$ cat config.mk
export PLATFORM = sky130hd
export DESIGN_NAME = cla_seq_adder_ctrl
export DESIGN_NICKNAME = d
export VERILOG_FILES = /design/src/rtl/cla_seq_pkg.sv /design/src/rtl/cla_seq_adder_ctrl_slice.sv /design/src/rtl/cla_seq_adder_ctrl.sv
export SDC_FILE = /design/constraint.sdc
export NUM_CORES = 1
export LEC_CHECK = 0
export ABC_CLOCK_PERIOD_IN_PS = 7630
export CAP_MARGIN = 0
export CORE_MARGIN = 3
export CORE_UTILIZATION = 41
export DETAILED_ROUTE_END_ITERATION = 8
export PLACE_DENSITY = 0.67
export SLEW_MARGIN = 20
export SYNTH_ARGS = -nofsm -noshare
export SYNTH_HDL_FRONTEND = slang
export SYNTH_SLANG_ARGS = --single-unit
export TNS_END_PERCENT = 30
$ cat constraint.sdc
create_clock -name clk -period 7.63 [get_ports clk]
set_input_delay 1.526 -clock clk [delete_from_list [all_inputs] [get_ports clk]]
set_output_delay 1.526 -clock clk [all_outputs]
set_load 0.005 [all_outputs]
$ cat src/rtl/cla_seq_pkg.sv
// Shared types and helpers for the sequential carry-lookahead add/sub unit.
// Holds the FSM encoding and the index-width helper.
package cla_seq_pkg;

    typedef enum logic [1:0] {
        IDLE = 2'd0,
        RUN  = 2'd1,
        DONE = 2'd2
    } state_t;

    function automatic int clog2(input int v);
        int r;
        r = 0;
        for (int i = 0; i < 31; i++) begin
            if ((1 << i) < v) begin
                r = i + 1;
            end
        end
        return r;
    endfunction

    function automatic int idx_width(input int s);
        int r;
        r = clog2(s);
        return (r < 1) ? 1 : r;
    endfunction

endpackage

$ cat src/rtl/cla_seq_adder_ctrl_slice.sv
// Combinational W-bit carry-lookahead adder with carry-in.
// Each carry is the flattened generate/propagate sum-of-products.
module cla_slice #(
    parameter int W = 16
) (
    input  logic [W-1:0] x,
    input  logic [W-1:0] y,
    input  logic         cin,
    output logic [W-1:0] s,
    output logic         cout
);

    logic [W-1:0] g;
    logic [W-1:0] p;
    logic [W:0]   c;

    assign g = x & y;
    assign p = x ^ y;

    always_comb begin : lookahead
        logic prod;
        logic acc;
        c    = '0;
        c[0] = cin;
        prod = 1'b1;
        acc  = 1'b0;
        for (int i = 0; i < W; i++) begin
            prod = 1'b1;
            acc  = 1'b0;
            for (int j = i; j >= 0; j--) begin
                acc  = acc | (g[j] & prod);
                prod = prod & p[j];
            end
            c[i+1] = acc | (cin & prod);
        end
    end

    assign s    = p ^ c[W-1:0];
    assign cout = c[W];

endmodule

$ cat src/rtl/cla_seq_adder_ctrl.sv
// Multi-cycle N-bit add/subtract that walks one W-bit CLA slice over N/W
// cycles, chaining the carry through a register, with valid/ready on both sides.
module cla_seq_adder_ctrl
    import cla_seq_pkg::*;
#(
    parameter int N = 64,
    parameter int W = 16
) (
    input  logic         clk,
    input  logic         rst_n,
    input  logic         in_valid,
    output logic         in_ready,
    input  logic [N-1:0] a,
    input  logic [N-1:0] b,
    input  logic         sub,
    output logic         out_valid,
    input  logic         out_ready,
    output logic [N-1:0] sum,
    output logic         carry_out,
    output logic         overflow,
    output logic         busy
);

    localparam int S  = (W < 1) ? 1 : N / W;
    localparam int KW = idx_width(S);

    if (W < 1 || (N % W) != 0) begin : g_bad_params
        $error("cla_seq_adder_ctrl: N must be a positive multiple of W");
    end

    state_t        state;
    logic [KW-1:0] k;
    logic          cy;
    logic [N-1:0]  a_r;
    logic [N-1:0]  b_r;

    logic [W-1:0]  sx;
    logic [W-1:0]  sy;
    logic [W-1:0]  ss;
    logic          scout;
    logic          last;
    logic          ovf;

    always_comb begin
        sx = a_r[k*W +: W];
        sy = b_r[k*W +: W];
    end

    cla_slice #(
        .W(W)
    ) u_slice (
        .x   (sx),
        .y   (sy),
        .cin (cy),
        .s   (ss),
        .cout(scout)
    );

    assign last = (k == KW'(S - 1));
    // Only meaningful on the top slice, where ss[W-1] is the result sign.
    assign ovf  = (a_r[N-1] == b_r[N-1]) && (ss[W-1] != a_r[N-1]);

    always_ff @(posedge clk or negedge rst_n) begin
        if (!rst_n) begin
            state     <= IDLE;
            k         <= '0;
            cy        <= 1'b0;
            a_r       <= '0;
            b_r       <= '0;
            sum       <= '0;
            carry_out <= 1'b0;
            overflow  <= 1'b0;
            in_ready  <= 1'b1;
            out_valid <= 1'b0;
            busy      <= 1'b0;
        end else begin
            unique case (state)
                IDLE: begin
                    if (in_valid) begin
                        a_r      <= a;
                        b_r      <= b ^ {N{sub}};
                        cy       <= sub;
                        k        <= '0;
                        state    <= RUN;
                        in_ready <= 1'b0;
                        busy     <= 1'b1;
                    end
                end
                RUN: begin
                    sum[k*W +: W] <= ss;
                    cy            <= scout;
                    if (last) begin
                        k         <= '0;
                        state     <= DONE;
                        carry_out <= scout;
                        overflow  <= ovf;
                        out_valid <= 1'b1;
                    end else begin
                        k <= k + 1'b1;
                    end
                end
                DONE: begin
                    if (out_ready) begin
                        state     <= IDLE;
                        out_valid <= 1'b0;
                        in_ready  <= 1'b1;
                        busy      <= 1'b0;
                    end
                end
                default: begin
                    state     <= IDLE;
                    out_valid <= 1'b0;
                    in_ready  <= 1'b1;
                    busy      <= 1'b0;
                end
            endcase
        end
    end

endmodule

Word-level counts from Yosys, hierarchy flattened
Index checks and enable logic that the tools add are counted.

Register bits: 202. Output and inout bits: 69. Logic and storage cells: 450.

Add/subtract/negate cells: 2. Equal/unequal tests: 8. Shift operators: 4. Mux-type cells: 18. Bitwise gates (word level): 398. Reductions and logical operators: 9.

Operator list (number): bitwise AND 1 bit (256); bitwise OR 1 bit (136); variable part select 64 x 7 -> 16 bit (2); bitwise mux 64 bit (1); variable shift 16 x 34 -> 64 bit, first input constant (1); variable part select 16 x 34 -> 64 bit (1); XOR 64 bit (1); negator 6 -> 34 bit (1); XOR 16 bit (2); bitwise AND 16 bit (1); two-way mux 2 bit (5); one-hot mux 1 bit (3 select lines) (3); AND reduction 3 bit (3); two-way mux 1 bit (6); != test 2 bit, second input constant (3); one-hot mux 2 bit (3 select lines) (1); AND reduction 2 bit (3); equality test 2 bit, second input constant (2); one-hot mux 2 bit (2 select lines) (1); adder 2 x 1 -> 2 bit, second input constant (1); equality test 2 x 1 -> 1 bit, second input constant (1); logical NOT 2 bit (1); inverter 1 bit (2); one-hot mux 1 bit (2 select lines) (1); 4 further kinds (4).

Logic depth before layout (Yosys ltp)
Gate-level depths: netlist (run 1).

Word-level depth: 21. Depth in mapped cells: 11.

Cells and area by module
Synthesis (run 1) repeated with hierarchy kept, for this count alone.

Cells, all modules: 942. Area, all modules: 9741.8 um2.

By module, submodules not included: cla_seq_adder_ctrl (instances 1, cells an instance 854, area an instance 9047.4 um2, sequential area each 5056.1 um2); cla_slice (instances 1, cells an instance 88, area an instance 694.4 um2, sequential area each 0.0 um2).

Worst setup path after synthesis (run 1)
OpenSTA, ideal clock, no wires.

Path type: reg2reg. Start point: register k[0]. End point: register overflow. Arrival: 3626 ps. Required time: 7542 ps. Path slack: 3916 ps. Stages on the path, launching flop included: 12. Buffers on the path: 2. Clock period less this slack: 3714 ps. Path through: dfrtp_1 > buf_1 > buf_2 > mux4_2 > ha_1 > a21o_1 > a21o_1 > or3_1 > a211oi_2 > nor3_1 > or4_1 > a41oi_1.

Cells in the longest elaborated chain, start to end: 21.

Ends and longest elaborated chain: start: declaration (line cla_seq_adder_ctrl.sv:32) `logic [KW-1:0] k;`; start signal: assignment (line cla_seq_adder_ctrl.sv:99) `k <= k + 1'b1;`; variable part select 64 x 7 -> 16 bit (on tied branches) (line cla_seq_adder_ctrl.sv:45, cla_seq_adder_ctrl.sv:46); bitwise AND 16 bit or XOR 16 bit (tied branches) (line cla_seq_adder_ctrl_slice.sv:17, cla_seq_adder_ctrl_slice.sv:18); bitwise AND 1 bit (on tied branches) (line cla_seq_adder_ctrl_slice.sv:31, cla_seq_adder_ctrl_slice.sv:32); bitwise OR 1 bit, or another cell as far along (13 in series) (line cla_seq_adder_ctrl_slice.sv:31) `acc = acc | (g[j] & prod);`; bitwise OR 1 bit or bitwise AND 1 bit (tied branches) (line cla_seq_adder_ctrl_slice.sv:31, cla_seq_adder_ctrl_slice.sv:34); bitwise OR 1 bit (line cla_seq_adder_ctrl_slice.sv:34) `c[i+1] = acc | (cin & prod);`; XOR 16 bit (line cla_seq_adder_ctrl_slice.sv:38) `assign s = p ^ c[W-1:0];`; != test 1 bit (line cla_seq_adder_ctrl.sv:61) `assign ovf = (a_r[N-1] == b_r[N-1]) && (ss[W-1] != a_r[N-1]);`; logical AND 1 bit (line cla_seq_adder_ctrl.sv:61); end signal: assignment (line cla_seq_adder_ctrl.sv:96) `overflow <= ovf;`; end: declaration (line cla_seq_adder_ctrl.sv:20) `output logic overflow,`.

Parallel ways exist; a longest one is shown, timed or not. A chain may end at the register's enable or synchronous reset.

Worst setup path after layout (run 1)
Start point: register k[0]. End point: register sum[55].

Cells in the longest elaborated chain, start to end: 21.

Ends and longest elaborated chain: variable part select 64 x 7 -> 16 bit (on tied branches) (line cla_seq_adder_ctrl.sv:45, cla_seq_adder_ctrl.sv:46); bitwise AND 16 bit or XOR 16 bit (tied branches) (line cla_seq_adder_ctrl_slice.sv:17, cla_seq_adder_ctrl_slice.sv:18); bitwise AND 1 bit (on tied branches) (line cla_seq_adder_ctrl_slice.sv:31, cla_seq_adder_ctrl_slice.sv:32); bitwise OR 1 bit, or another cell as far along (13 in series) (line cla_seq_adder_ctrl_slice.sv:31); bitwise OR 1 bit or bitwise AND 1 bit (tied branches) (line cla_seq_adder_ctrl_slice.sv:31, cla_seq_adder_ctrl_slice.sv:34); bitwise OR 1 bit (line cla_seq_adder_ctrl_slice.sv:34); XOR 16 bit (line cla_seq_adder_ctrl_slice.sv:38); variable part select 16 x 34 -> 64 bit (line cla_seq_adder_ctrl.sv:90) `sum[k*W +: W] <= ss;`; bitwise mux 64 bit * (line cla_seq_adder_ctrl.sv:90); end signal: indexed assignment (line cla_seq_adder_ctrl.sv:90); end: declaration (line cla_seq_adder_ctrl.sv:18) `output logic [N-1:0] sum,`.

Mark *: on every way between the ends. The rest lies on a longest branch, timed or not.

==> reports/metrics.csv, run 1 <==
stage;metric;value;unit
clock_network;hold buffers post-CTS;0;
logic_synthesis;synthesized netlist net count;923;
placed_design;GP Congestion;0.810;
layout;finished layout cell area;12300;sq um
clock_network;CTS buffer count;22;
global_route;initial antenna violation count;0;
placed_design;Port-buffer cells;201;
timing;unrepaired setup endpoints after global routing;false;
clock_network;Root Buffer;clkbuf_16;
timing;actual slew at the worst max-slew pin;1.02;ns
timing;final worst-path cycle share;0.497;
placed_design;DP Wirelength;16.4;mm
layout;Ant. Diodes;0;
global_route;global-route wire length before repair;36.5;mm
critical_path;Worst Setup EP;sum[55]$_DFFE_PN0P_;
timing;fmax;264;MHz
logic_synthesis;main flop type after synthesis;dfrtp_1;
min_path;Hold WC Path Type;flip-flop to flip-flop;
timing;Setup Viol. Count Final;0;
timing;Final Max Slew Viols;0;
routing;number of vias per cell;5.26;
layout;area grow syn2layout;31.5;%
layout;Core Util, Final;0.557;
clock_network;clk buf depth;3;
floorplan;I/O Pins;202;
critical_path;Startpoint Class;flip-flop;
logic_synthesis;area share of and/or/nand/nor cells after synthesis;0.0632;
global_route;GRT Overall Usage;0.188;
pwr;PwrDens;486;nW/um^2
logic_synthesis;Yosys cell types;47;
clock_network;CTS tree;done;
floorplan;Die Height;157;microns
logic_synthesis;Yosys Warn Count;0;
logic_synthesis;Compound-Gate Fraction of Synth Area;0.117;
critical_path;crit path launch;k[0]$_DFFE_PN0P_;
logic_synthesis;cell accounting for the most synthesized area;dfrtp_1;
global_route;vias in the first global route;6462;
routing;DR WL/cell;18.8;microns
critical_path;Worst R2R Path Depth;10;
timing;clock skew;0.0127;ns
floorplan;Initial Util;0.424;
logic_synthesis;multiplexer area fraction after synthesis;0.154;
timing;Final Hold Vio Count;0;
global_route;total grt overflow;0;
timing;Final min period;3.79;ns
critical_path;Worst EP arrival;4.14;ns
critical_path;crit path max fanout;42;
clock_network;H-tree depth;1;
logic_synthesis;Synth Instances;767;
logic_synthesis;Syn Area/Cell;12.2;sq um
routing;Routed Antenna Nets;0;
floorplan;Core ar.;22200;sq um
outcome;outcome;finished, final reports clean;
logic_synthesis;synthesis-stage register bit count;202;
routing;Pre-antenna DRT Iters;7;
clock_network;Sink Count;202;
logic_synthesis;Seq/Total Area, Yosys;0.539;
timing;relative slew slack;0.321;
critical_path;Crit path required time;7.98;ns
layout;Final nets;1107;
floorplan;Die Width;157;microns
critical_path;RR Endpoint;sum[55]$_DFFE_PN0P_;
routing;DR iter-0 viols;398;
clock_network;# resized after CTS;0;
clock_network;Setup Fix Bufs, Post-CTS;0;
logic_synthesis;largest family of logic cells by synthesized area;multiplexers;
critical_path;Worst Path Class, Setup;flip-flop to flip-flop;
routing;Routed WL;23.4;mm
logic_synthesis;Synth top area share;0.536;
critical_path;Reg-to-Reg Start;k[0]$_DFFE_PN0P_;
routing;Via Count;6558;
routing;# DRC;0;
logic_synthesis;XOR/XNOR share of the synthesized area;0.0709;
pwr;Leak Pwr;0.00502;uW
global_route;pin count of the biggest net entering global routing;197;
layout;layout cells sized above 1;0.150;
logic_synthesis;Area contributors post-synth;dfrtp_1 54%, mux2_2 7.7%, mux4_2 7.7%, xnor2_1 6.6%, a22o_1 4.1%;
logic_synthesis;number of flops mapped to enable cells by yosys;0;
logic_synthesis;asr flop ratio synth;1.00;
floorplan;num rows;54;
placed_design;Placement Cell Area;11600;sq um
run;max-capacitance violation count;0;
floorplan;die area;24700;sq um
logic_synthesis;Synth Cell Area;9390;sq um
critical_path;kind of end point of the critical path;flip-flop;
clock_network;Worst-path clk slew;0.06;ns
pwr;VDD IR-drop max;0.254;mV
critical_path;flop2flop setup slack;3.84;ns
clock_network;clk_lat worst skew;0.50;ns
timing;setup TNS;0;ns
logic_synthesis;Post-Synth Adder-Cell Area;0.0315;
==> report_power, final <==
part | switching, uW | internal, uW
Sequential | 296 | 1530
Clock | 420 | 616
Combinational | 1720 | 1410
Total | 2440 | 3560
==> logic make-up after synthesis <==
family,Yosys count
mux,96
flops,202
buf+inv,59
simple gates,139
fa+ha+maj,23
compound gates,172
xor+xnor,76
==> cell usage in the layout (no fill, tap or decap), types with 22 or more instances in the layout <==
master / n
a21oi_1: 74
a22o_1: 44
clkbuf_16: 23
clkdlybuf4s50_1: 199
dfrtp_1: 199
ha_1: 22
mux2_2: 64
mux4_2: 32
nand2_1: 36
nor2_1: 75
o21ai_0: 27
xnor2_1: 71
==> layout make-up <==
type                       instances  area, sq um
fill                            1892         9820
sequential                       202         5060
multi-input combinational        506         4120
timing repair buffer             206         2070
clock buffer                      33          643
tap                              280          350
clock inverter                     6         60.1
inverter                          13         48.8
==> worst min-delay path by stage <==
stage | from | to | slack [ns] | cells after the start
global route | sum[19]$_DFFE_PN0P_ | sum[19]$_DFFE_PN0P_ | 0.51 | 1
floorplan | carry_out$_DFFE_PN0P_ | carry_out$_DFFE_PN0P_ | 0.47 | 2
global placement | sum[17]$_DFFE_PN0P_ | sum[17]$_DFFE_PN0P_ | 0.47 | 2
finish | sum[15]$_DFFE_PN0P_ | sum[15]$_DFFE_PN0P_ | 0.48 | 2
CTS | sum[32]$_DFFE_PN0P_ | sum[32]$_DFFE_PN0P_ | 0.49 | 2
detailed placement | sum[32]$_DFFE_PN0P_ | sum[32]$_DFFE_PN0P_ | 0.48 | 2
==> state kept, by name (all words and copies together), names as in the netlist <==
signal	count
a_r	64
cy	1
overflow	1
sum	64
k	2
busy	1
b_r	64
carry_out	1
in_ready	1
out_valid	1
state	2
==> cell usage after synthesis, types with 4 or more instances <==
cell,instances
xnor2_1,71
a21o_1,5
nor3_1,4
buf_1,12
a21oi_1,74
a22o_1,44
clkbuf_1,30
inv_1,13
dfrtp_1,201
mux2_2,64
xor2_1,5
nor2_1,75
nor2b_1,4
nand2_1,36
o21ai_0,27
ha_1,22
mux4_2,32
==> per-stage QoR <==
step	instances	setup slack, ns	total power [uW]	hold slack, ns
finish	1246	3.84	6000	0.484
global route	1246	3.53	6450	0.513
CTS	1246	3.77	6030	0.492
detailed placement	1207	3.80	4980	0.479
global placement	1207	3.87	4900	0.466
floorplan	767	3.92	3910	0.471
==> worst max-delay path, stage by stage, from the launching register on <==
cell and delay (ns):
dfrtp_2 0.34, buf_4 0.62, mux4_2 0.63, ha_1 0.31
a21oi_1 0.23, o21bai_1 0.13, a21oi_1 0.34, o21ai_0 0.26
a311o_1 0.40, o311ai_0 0.18, o21ai_0 0.18
==> routing by layer <==
| metal | global-route usage | wire length [microns] | vias up |
|---|---|---|---|
| li1 | - | - | 3107 |
| met1 | 0.292 | 11500 | 3212 |
| met2 | 0.284 | 10400 | 212 |
| met3 | 0.0291 | 1180 | 27 |
| met4 | 0.0339 | 376 | 0 |
| met5 | 0 | 0 | - |
No activity file was read; power rests on OpenSTA's default activity.
==> run 2, diff against run 1 <==
ABC_CLOCK_PERIOD_IN_PS = 3400   (was 7630)
PLACE_DENSITY = 0.69   (was 0.67)
clock period = 3.4 ns   (was 7.63 ns; I/O delays follow)
==> run 2 against run 1 <==
Against the previous run:
- final cell count is 2.2% higher
- setup slack worse by 3.8 ns
- largest power group unchanged
- non-clock buffer count is 28 higher
- hold slack worse by 0.24 ns
- highest routed layer unchanged
- maximum frequency up 14%
==> reports/metrics.csv, run 2 (same netlist as run 1, synthesis figures left out) <==
stage;metric;value;unit;change
floorplan;Core ar.;22200;sq um;unchanged
routing;# DRC;0;;unchanged
routing;M1 WL;11.1;mm;-3.3%
routing;Via Count;6769;;+3.2%
pwr;clock network fraction of total power;0.172;;about the same
critical_path;CP max-delay cell;or4_1;;
placed_design;DP Wirelength;17.2;mm;+4.6%
timing;relative slew slack;0.335;;+0.0137
placed_design;GP Congestion;0.791;;-2.3%
critical_path;flop2flop setup slack;0.08;ns;-3.76 ns
critical_path;crit path max fanout;15;;-64%
global_route;vias in the first global route;6648;;+2.9%
timing;actual slew at the worst max-slew pin;0.998;ns;-0.0205 ns
critical_path;Worst R2R Path Depth;11;;+1
routing;top sig layer;met4;;
clock_network;CTS tree;done;;
floorplan;Die Height;157;microns;unchanged
floorplan;Initial Util;0.424;;unchanged
clock_network;Sink Count;202;;unchanged
pwr;Switching Share;0.398;;-0.00922
pwr;cell-internal power;8560;uW;+140%
routing;number of vias per cell;5.31;;+0.95%
pwr;Sequential Power Share;0.287;;-0.018
clock_network;Root Buffer;clkbuf_16;;
min_path;Hold WC Path Type;input pin to asynchronous set/reset pin;;
floorplan;I/O Pins;202;;unchanged
layout;layout cells sized above 1;0.184;;+0.0340
timing;Setup Viol. Count Final;0;;unchanged
critical_path;delay of the slowest critical-path stage;0.52;ns;-0.11 ns
pwr;Net Sw Power;5650;uW;+130%
run;max-capacitance violation count;0;;unchanged
critical_path;Reg-to-Reg Start;k[0]$_DFFE_PN0P_;;
routing;Routed Antenna Nets;0;;unchanged
timing;clock skew;0.00774;ns;-0.00500 ns
timing;Final Hold Vio Count;0;;unchanged
placed_design;Inst Count DP;1224;;+1.4%
clock_network;CTS buffer count;22;;unchanged
critical_path;Crit path required time;3.81;ns;-4.17 ns
global_route;GRT Overall Usage;0.188;;+0.000464
layout;Final nets;1135;;+2.5%
routing;WL met2;10.6;mm;+2.5%
global_route;global-route wire length before repair;36.8;mm;+0.70%
clock_network;hold buffers post-CTS;0;;unchanged
timing;Setup WS post-layout;0.0751;ns;-3.76 ns
floorplan;die area;24700;sq um;unchanged
layout;Ant. Diodes;0;;unchanged
pwr;Leak Pwr;0.00523;uW;+4.0%
clock_network;Worst-path clk slew;0.06;ns;about the same
critical_path;RR Endpoint;overflow$_DFFE_PN0P_;;
global_route;initial antenna violation count;0;;unchanged
layout;Core Util, Final;0.573;;+0.0164
floorplan;Die Width;157;microns;unchanged
pwr;Comb power frac;0.541;;+0.019
pwr;PwrDens;1120;nW/um^2;+130%
critical_path;crit path cell chain;buf_12, buf_4, mux4_2, ha_1, a21oi_2, nor4b_1, o21a_2, a211oi_2, nor3_2, or4_1, a41oi_2;;
pwr;VDD IR-drop max;0.641;mV;+150%
timing;Final Max Slew Viols;0;;unchanged
floorplan;num rows;54;;unchanged
placed_design;Port-buffer cells;201;;unchanged
outcome;outcome;finished, final reports clean;;
pwr;total power;14200;uW;+140%
clock_network;clk buf depth;3;;unchanged
routing;DR WL/cell;18.6;microns;-0.82%
critical_path;Worst EP arrival;3.74;ns;-0.40 ns
routing;Pre-antenna DRT Iters;4;;-3
routing;DR WL met3;1.69;mm;+43%
timing;Final min period;3.32;ns;-0.466 ns
timing;final worst-path cycle share;0.978;;+0.481
timing;fmax;301;MHz;+14%
layout;post-route insts no fill;1274;;+2.2%
layout;Largest regs;a_r x64, b_r x64, sum x64;;
routing;DR iter-0 viols;388;;-2.5%
critical_path;kind of end point of the critical path;flip-flop;;
clock_network;clk_lat worst skew;0.49;ns;about the same
global_route;total grt overflow;0;;unchanged
layout;area grow syn2layout;35.3;%;
clock_network;H-tree depth;1;;unchanged
placed_design;post-placement setup slack;0.134;ns;-3.66 ns
critical_path;Startpoint Class;flip-flop;;
critical_path;Worst Path Class, Setup;flip-flop to flip-flop;;
routing;Routed WL;23.7;mm;+1.4%
global_route;pin count of the biggest net entering global routing;121;;-39%
layout;most frequent cells in the layout;199 x dfrtp_1, 199 x clkdlybuf4s50_1, 75 x nor2_1;;
-- run 2: cell types whose count changed in the layout (fill, tap and decap cells not counted), sizes merged --
cell / change
bufinv: +2
clkinv: +4
clkbuf: -5
buf: +28
clkinvlp: -1
-- run 2: worst max path at each step --
stage / start / end / slack [ns] / depth (start not counted)
after floorplan: k[0]$_DFFE_PN0P_ / overflow$_DFFE_PN0P_ / 0.05 / 11
after global routing: k[0]$_DFFE_PN0P_ / overflow$_DFFE_PN0P_ / -0.04 / 11
after detailed placement: k[0]$_DFFE_PN0P_ / overflow$_DFFE_PN0P_ / 0.13 / 10
after global placement: k[0]$_DFFE_PN0P_ / overflow$_DFFE_PN0P_ / 0.20 / 10
final: k[0]$_DFFE_PN0P_ / overflow$_DFFE_PN0P_ / 0.08 / 11
after CTS: k[0]$_DFFE_PN0P_ / overflow$_DFFE_PN0P_ / 0.07 / 10
-- run 2: stage by stage --
step	cell area (sq um)	setup TNS (ns)	hold WS (ns)
after global routing	12700	-0.0434	0.296
after CTS	12600	0	0.261
final	12700	0	0.246
after detailed placement	11800	0	0.470
after floorplan	9400	0	0.384
after global placement	11800	0	0.463
-- run 2: repair_timing --
item,in CTS,in global routing
endpoints found under the setup margin,0,6
resized for setup,0,8
buffers inserted,0,11
-- run 2: final cells by class --
class | count | area (sq um)
Multi-Input combinational cell | 506 | 4150
Fill cell | 1853 | 9460
Timing Repair Buffer | 234 | 2350
Inverter | 13 | 48.8
Clock buffer | 28 | 614
Sequential cell | 202 | 5060
Tap cell | 280 | 350
Clock inverter | 11 | 133
-- run 2: power by group through the flow --
stage / logic, uW / clock network [uW] / registers, uW
2_1_floorplan: 4900 / 0 / 3890
4_1_cts: 7410 / 2490 / 4090
3_5_place_dp: 7350 / 0 / 4120
6_report: 7690 / 2440 / 4080
5_1_grt: 8430 / 2590 / 4210
3_3_place_gp: 7170 / 0 / 4100
-- run 2: worst max-delay path, delay by kind of cell (launching register included) --
| kind | cells | cell delay, ns |
|---|---|---|
| adders and majority gates | 1 | 0.32 |
| DFF | 1 | 0.42 |
| muxes | 1 | 0.51 |
| buffers and inverters | 2 | 0.31 |
| and+or+nand+nor | 3 | 0.70 |
| AOI/OAI and AO/OA | 4 | 0.96 |
-- run 2: layer usage --
metal  track usage  up-vias
met5             0        -
met4        0.0384        0
met3        0.0319       30
met2         0.286      256
met1         0.288     3331
li1              -     3152
